[config.mk]
export PLATFORM = sky130hd
export DESIGN_NAME = sys_prog_loader
export DESIGN_NICKNAME = d
export VERILOG_FILES = /design/src/rtl/sys_loader_pkg.sv /design/src/rtl/uart_rx_byte.sv /design/src/rtl/sys_prog_loader.sv
export SDC_FILE = /design/constraint.sdc
export NUM_CORES = 1
export LEC_CHECK = 0
export CORE_MARGIN = 2
export CORE_UTILIZATION = 50
export DETAILED_ROUTE_END_ITERATION = 6
export PLACE_DENSITY = 0.71
export SETUP_SLACK_MARGIN = 0.15
export SLEW_MARGIN = 20
export SYNTH_ARGS = -nofsm -noshare
export SYNTH_HDL_FRONTEND = slang
export SYNTH_SLANG_ARGS = --single-unit
[constraint.sdc]
create_clock -name SYS_clk -period 4.45 [get_ports SYS_clk]
set_input_delay 0.89 -clock SYS_clk [delete_from_list [all_inputs] [get_ports SYS_clk]]
set_output_delay 0.89 -clock SYS_clk [all_outputs]
set_load 0.005 [all_outputs]
[src/rtl/sys_loader_pkg.sv]
// Shared types and constants for the serial program loader.
// Frame layout: sync, base, count, words, optional checksum.
package sys_loader_pkg;

  typedef enum logic [2:0] {
    ST_IDLE,
    ST_ADDR,
    ST_CNT,
    ST_DATA,
    ST_CHECK
  } ld_state_t;

  typedef enum logic [1:0] {
    RX_IDLE,
    RX_START,
    RX_DATA,
    RX_STOP
  } rx_state_t;

  localparam logic [7:0] LD_SYNC = 8'hA5;
  localparam int LD_BYTES_PER_WORD = 4;

endpackage

[src/rtl/uart_rx_byte.sv]
// 8N1 UART byte receiver: synchronizer, mid-bit sampling, stop check.
// Emits one-cycle byte_vld or frm_err per received byte.
module uart_rx_byte
  import sys_loader_pkg::*;
#(
  parameter int CLKS_PER_BIT = 434
) (
  input  logic       clk,
  input  logic       rst,
  input  logic       rx,
  output logic       byte_vld,
  output logic [7:0] byte_data,
  output logic       frm_err
);

  localparam int CW = $clog2(CLKS_PER_BIT);
  localparam logic [CW-1:0] HALF = CW'(CLKS_PER_BIT / 2 - 1);
  localparam logic [CW-1:0] FULL = CW'(CLKS_PER_BIT - 1);

  logic s1, s2, s3;
  logic [CW-1:0] cnt;
  logic [2:0] bit_idx;
  logic [7:0] sh;
  rx_state_t st;

  always_ff @(posedge clk or posedge rst) begin
    if (rst) begin
      s1 <= 1'b1;
      s2 <= 1'b1;
      s3 <= 1'b1;
      st <= RX_IDLE;
      cnt <= '0;
      bit_idx <= '0;
      sh <= '0;
      byte_vld <= 1'b0;
      byte_data <= '0;
      frm_err <= 1'b0;
    end else begin
      s1 <= rx;
      s2 <= s1;
      s3 <= s2;
      byte_vld <= 1'b0;
      frm_err <= 1'b0;
      unique case (st)
        RX_IDLE: begin
          if (s3 && !s2) begin
            st <= RX_START;
            cnt <= '0;
          end
        end
        RX_START: begin
          if (cnt == HALF) begin
            cnt <= '0;
            bit_idx <= '0;
            // a high line at mid-start means the edge was a glitch
            st <= s2 ? RX_IDLE : RX_DATA;
          end else begin
            cnt <= cnt + CW'(1);
          end
        end
        RX_DATA: begin
          if (cnt == FULL) begin
            cnt <= '0;
            sh <= {s2, sh[7:1]};
            bit_idx <= bit_idx + 3'd1;
            if (bit_idx == 3'd7) st <= RX_STOP;
          end else begin
            cnt <= cnt + CW'(1);
          end
        end
        RX_STOP: begin
          if (cnt == FULL) begin
            cnt <= '0;
            st <= RX_IDLE;
            if (s2) begin
              byte_vld <= 1'b1;
              byte_data <= sh;
            end else begin
              frm_err <= 1'b1;
            end
          end else begin
            cnt <= cnt + CW'(1);
          end
        end
        default: st <= RX_IDLE;
      endcase
    end
  end

endmodule

[src/rtl/sys_prog_loader.sv]
// Frame FSM loading instruction words from a UART byte stream.
// Define LOADER_CHECKSUM_EN to require and verify a trailing CSUM byte.
module sys_prog_loader
  import sys_loader_pkg::*;
#(
  parameter int CLKS_PER_BIT = 434,
  parameter int ADDR_W = 8
) (
  input  logic              SYS_clk,
  input  logic              SYS_reset,
  input  logic              rx_i,
  output logic              ld_we,
  output logic [ADDR_W-1:0] ld_addr,
  output logic [31:0]       ld_wdata,
  output logic              ld_hold,
  output logic              ld_busy,
  output logic              ld_done,
  output logic              ld_err
);

  logic       byte_vld;
  logic [7:0] byte_data;
  logic       frm_err;

  uart_rx_byte #(
    .CLKS_PER_BIT(CLKS_PER_BIT)
  ) u_rx (
    .clk      (SYS_clk),
    .rst      (SYS_reset),
    .rx       (rx_i),
    .byte_vld (byte_vld),
    .byte_data(byte_data),
    .frm_err  (frm_err)
  );

  ld_state_t         state;
  logic [ADDR_W-1:0] addr;
  logic [7:0]        words_left;
  logic [1:0]        byte_idx;
  logic [23:0]       asm_q;

  assign ld_busy = (state != ST_IDLE);

`ifdef LOADER_CHECKSUM_EN
  logic [7:0] csum;

  always_ff @(posedge SYS_clk or posedge SYS_reset) begin
    if (SYS_reset) csum <= '0;
    else if (byte_vld) csum <= (state == ST_IDLE) ? 8'h00 : (csum ^ byte_data);
  end
`else
  logic done_pend;
`endif

  always_ff @(posedge SYS_clk or posedge SYS_reset) begin
    if (SYS_reset) begin
      state <= ST_IDLE;
      addr <= '0;
      words_left <= '0;
      byte_idx <= '0;
      asm_q <= '0;
      ld_we <= 1'b0;
      ld_addr <= '0;
      ld_wdata <= '0;
      ld_hold <= 1'b0;
      ld_done <= 1'b0;
      ld_err <= 1'b0;
`ifndef LOADER_CHECKSUM_EN
      done_pend <= 1'b0;
`endif
    end else begin
      ld_we <= 1'b0;
`ifdef LOADER_CHECKSUM_EN
      ld_done <= 1'b0;
`else
      ld_done <= done_pend;
      done_pend <= 1'b0;
`endif
      ld_hold <= (state != ST_IDLE);
      if (state != ST_IDLE && frm_err) begin
        state <= ST_IDLE;
        ld_err <= 1'b1;
      end else if (byte_vld) begin
        unique case (state)
          ST_IDLE: begin
            if (byte_data == LD_SYNC) begin
              ld_err <= 1'b0;
              ld_hold <= 1'b1;
              state <= ST_ADDR;
            end
          end
          ST_ADDR: begin
            addr <= ADDR_W'(byte_data);
            state <= ST_CNT;
          end
          ST_CNT: begin
            words_left <= byte_data;
            byte_idx <= '0;
            if (byte_data == 8'h00) begin
`ifdef LOADER_CHECKSUM_EN
              state <= ST_CHECK;
`else
              state <= ST_IDLE;
              ld_done <= 1'b1;
`endif
            end else begin
              state <= ST_DATA;
            end
          end
          ST_DATA: begin
            asm_q <= {asm_q[15:0], byte_data};
            byte_idx <= byte_idx + 2'd1;
            if (byte_idx == 2'(LD_BYTES_PER_WORD - 1)) begin
              ld_we <= 1'b1;
              ld_addr <= addr;
              ld_wdata <= {asm_q, byte_data};
              addr <= addr + ADDR_W'(1);
              words_left <= words_left - 8'd1;
              if (words_left == 8'd1) begin
`ifdef LOADER_CHECKSUM_EN
                state <= ST_CHECK;
`else
                state <= ST_IDLE;
                done_pend <= 1'b1;
`endif
              end
            end
          end
`ifdef LOADER_CHECKSUM_EN
          ST_CHECK: begin
            if (byte_data == csum) ld_done <= 1'b1;
            else ld_err <= 1'b1;
            state <= ST_IDLE;
          end
`endif
          default: state <= ST_IDLE;
        endcase
      end
    end
  end

endmodule

==> metrics.txt <==
later-pin clock latency in the skew report 0.51 ns; gr ovfl total 0; starting DRC count in detailed routing 252; hold-fix buffers at CTS 0; ys flop type dfrtp_1; synthesized area 5420 um^2; Worst Hold Launch u_rx.s1; largest area contributor in the netlist dfrtp_1; Power Density 405 nW/um^2; WHS 0.359 ns; Seq cells post-synth 124; setup slack, reg-to-reg 2.06 ns; first-pass GRT wire length roughly 19 mm; maximum VDD drop 0.000226 V; H-tree depth 4; Syn. warnings 0; Leak ~3.2 nW; outcome completed; fin. max-slew vios 0; skew final 0.00883 ns; Clock Path Buffers 2; final hold vios 0; CTS Buf Count 17; Non-Filler Instances 727; setup violators final 0; DR pass1 iterations 4; main area contributors after synthesis dfrtp_1 (56%), nand2_1 (11%), mux2_2 (8.3%); Core ar. 10700 um^2; Tmin final 2.65 ns; Worst Path Required 3.56 ns; Avg Inst Size Synth 10.3 um^2; Reg2Reg Depth 7; PnR worst setup slack 1.80 ns; setup TNS 0 ns; drt wl/cell 15.6 um; pre-CTS setup slack 2.07 ns; initial antenna violation count 0; hold path depth 0; CTS sink count 124; kind of end point of the critical path primary output; worst hold path class register to register; CP max FO 12; layout net count 586; RSZ-0062 raised after global routing no; area share of the largest cell type after synthesis 55.9%; I/O pin count 48; Final ANT Viol Nets 0; routed wire length 11.3 mm; Final Cycle Share 59.5%; end of the worst hold path u_rx.s2; Post-synth EDFFs 0; Distinct cells, synth 53; Post CTS Setup Buffer Count 0; vias in the first global route 3868; die width 108 um; num rows 38; CTS Root Cell clkbuf_8; Initial Util around 50%; n_diodes 0; Overall Global Routing Usage 20.9%; count leader, synth nand2_1; R2R Path End addr[7]; detailed placement HPWL 7.24 mm; Power Total 2.68 mW; sequential area share after synthesis 57.3%; ratio of cells with drive above 1 in the final layout between 10 and 15%; port buffer count 47; Clock transition at path regs 0.06 ns; Final GP Congestion around 0.85; DRC viols 0; DR vias 3912; Post-Syn Instances approximately 530; Slew Limit Headroom 47.4%; Vias per Instance 5.38; FMAX 0.378 GHz; largest net degree at the start of global routing slightly above 60; arrival time at the worst endpoint between 1.5 and 2 ns; Die H 108 um; # resized after CTS 0; Startpoint Class register; CTS tree built; Syn Nets 537; asr flop ratio synth between 90% and 100%; worst r2r src state[0]; critical path class register to primary output; worst-margin pin slew between 0.7 and 0.8 ns; area of the die around 12000 um^2; dpl cells 695; Synth top cells by count nand2_1 (152), dfrtp_1 (121), mux2_2 (40), nor2_1 (26), o21ai_0 (18); maxcap violations 0; area grow syn2layout 21.8%
[power by group]
part | leakage [nW] | switching (mW) | internal (mW)
combinational | 1.26 | 0.0739 | 0.0473
sequential | 1.71 | 0.0514 | 1.16
clock | 0.285 | 0.521 | 0.823
[cells in the final DEF (no fill, tap or decap), types with 3 or more instances in the layout]
cell type        count
nand2_1            152
dfrtp_1            121
clkdlybuf4s50_1     47
mux2_2              40
nor2_1              26
o21ai_0             18
clkbuf_16           16
a21oi_1             14
inv_1               13
nand3_1             10
ha_1                 9
nor3_1               8
o22a_1               7
a31oi_1              6
nand2b_1             5
nor4_1               5
o22ai_1              5
inv_6                5
buf_4                5
a21o_1               4
and2_1               4
nor2b_1              4
o211ai_1             4
or3_1                3
o2bb2ai_1            3
o21a_1               3
mux2i_1              3
dfstp_2              3
[state kept, by name, summed over array words and instances, names as in the netlist, 2 cells and up, named ones only]
register and count:
words_left 8, ld_wdata 32, asm_q 24, byte_idx 2
state 2, u_rx.sh 8, addr 8, ld_addr 8
u_rx.byte_data 8, u_rx.bit_idx 3, u_rx.cnt 9
[metal layers]
layer  share of wire, %  GRT usage [%]  up-vias
met2                 48           32.7       84
met3                4.0           4.58       13
met5                  0              0        -
met4                1.3           7.69        0
met1                 47           28.8     1915
li1                   -              -     1900
[critical path, stage by stage, from the launching register on]
cell and delay (ns):
dfrtp_1 0.49, nor2_1 0.22, inv_1 0.09, clkdlybuf4s50_1 0.45
[metrics by stage]
stage / util [%] / instance area, um^2
after floorplan: - / 5420
after global placement: 56.2 / 6010
after detailed placement: 56.2 / 6010
after CTS: 61.6 / 6600
after global routing: 61.7 / 6600
final: 61.7 / 6600
[cell families (layout without fill, tap and decap cells)]
logic type	count (synthesis)	in the layout	share of synthesized area [%]
fa+ha+maj	9	9	2.08
buf+inv	36	98	2.75
flops	124	124	57.3
compound gates	80	80	9.97
mux	43	43	8.86
xor+xnor	1	1	0.162
simple gates	232	232	18.9
[final cells by class]
class | count | area, um^2
clock buffers | 18 | 428
well taps | 140 | 175
clock inverters | 14 | 158
flip-flops and latches | 124 | 3110
repair buffers | 52 | 508
inverters | 14 | 55.1
multi-input cells | 365 | 2170
fillers | 866 | 4100
[how the worst max path moves through the flow]
stage | start | end | slack (ns) | depth (start not counted)
2_1_floorplan | SYS_reset | asynchronous set/reset pin | 0.27 | 1
3_3_place_gp | SYS_reset | ld_wdata[7] | 2.08 | 3
3_5_place_dp | SYS_reset | ld_wdata[28] | 2.07 | 3
4_1_cts | state[0] | ld_busy | 1.79 | 3
5_1_grt | state[0] | ld_busy | 1.69 | 3
6_report | state[0] | ld_busy | 1.80 | 3
Note: power is estimated with default switching activity, not from simulation.
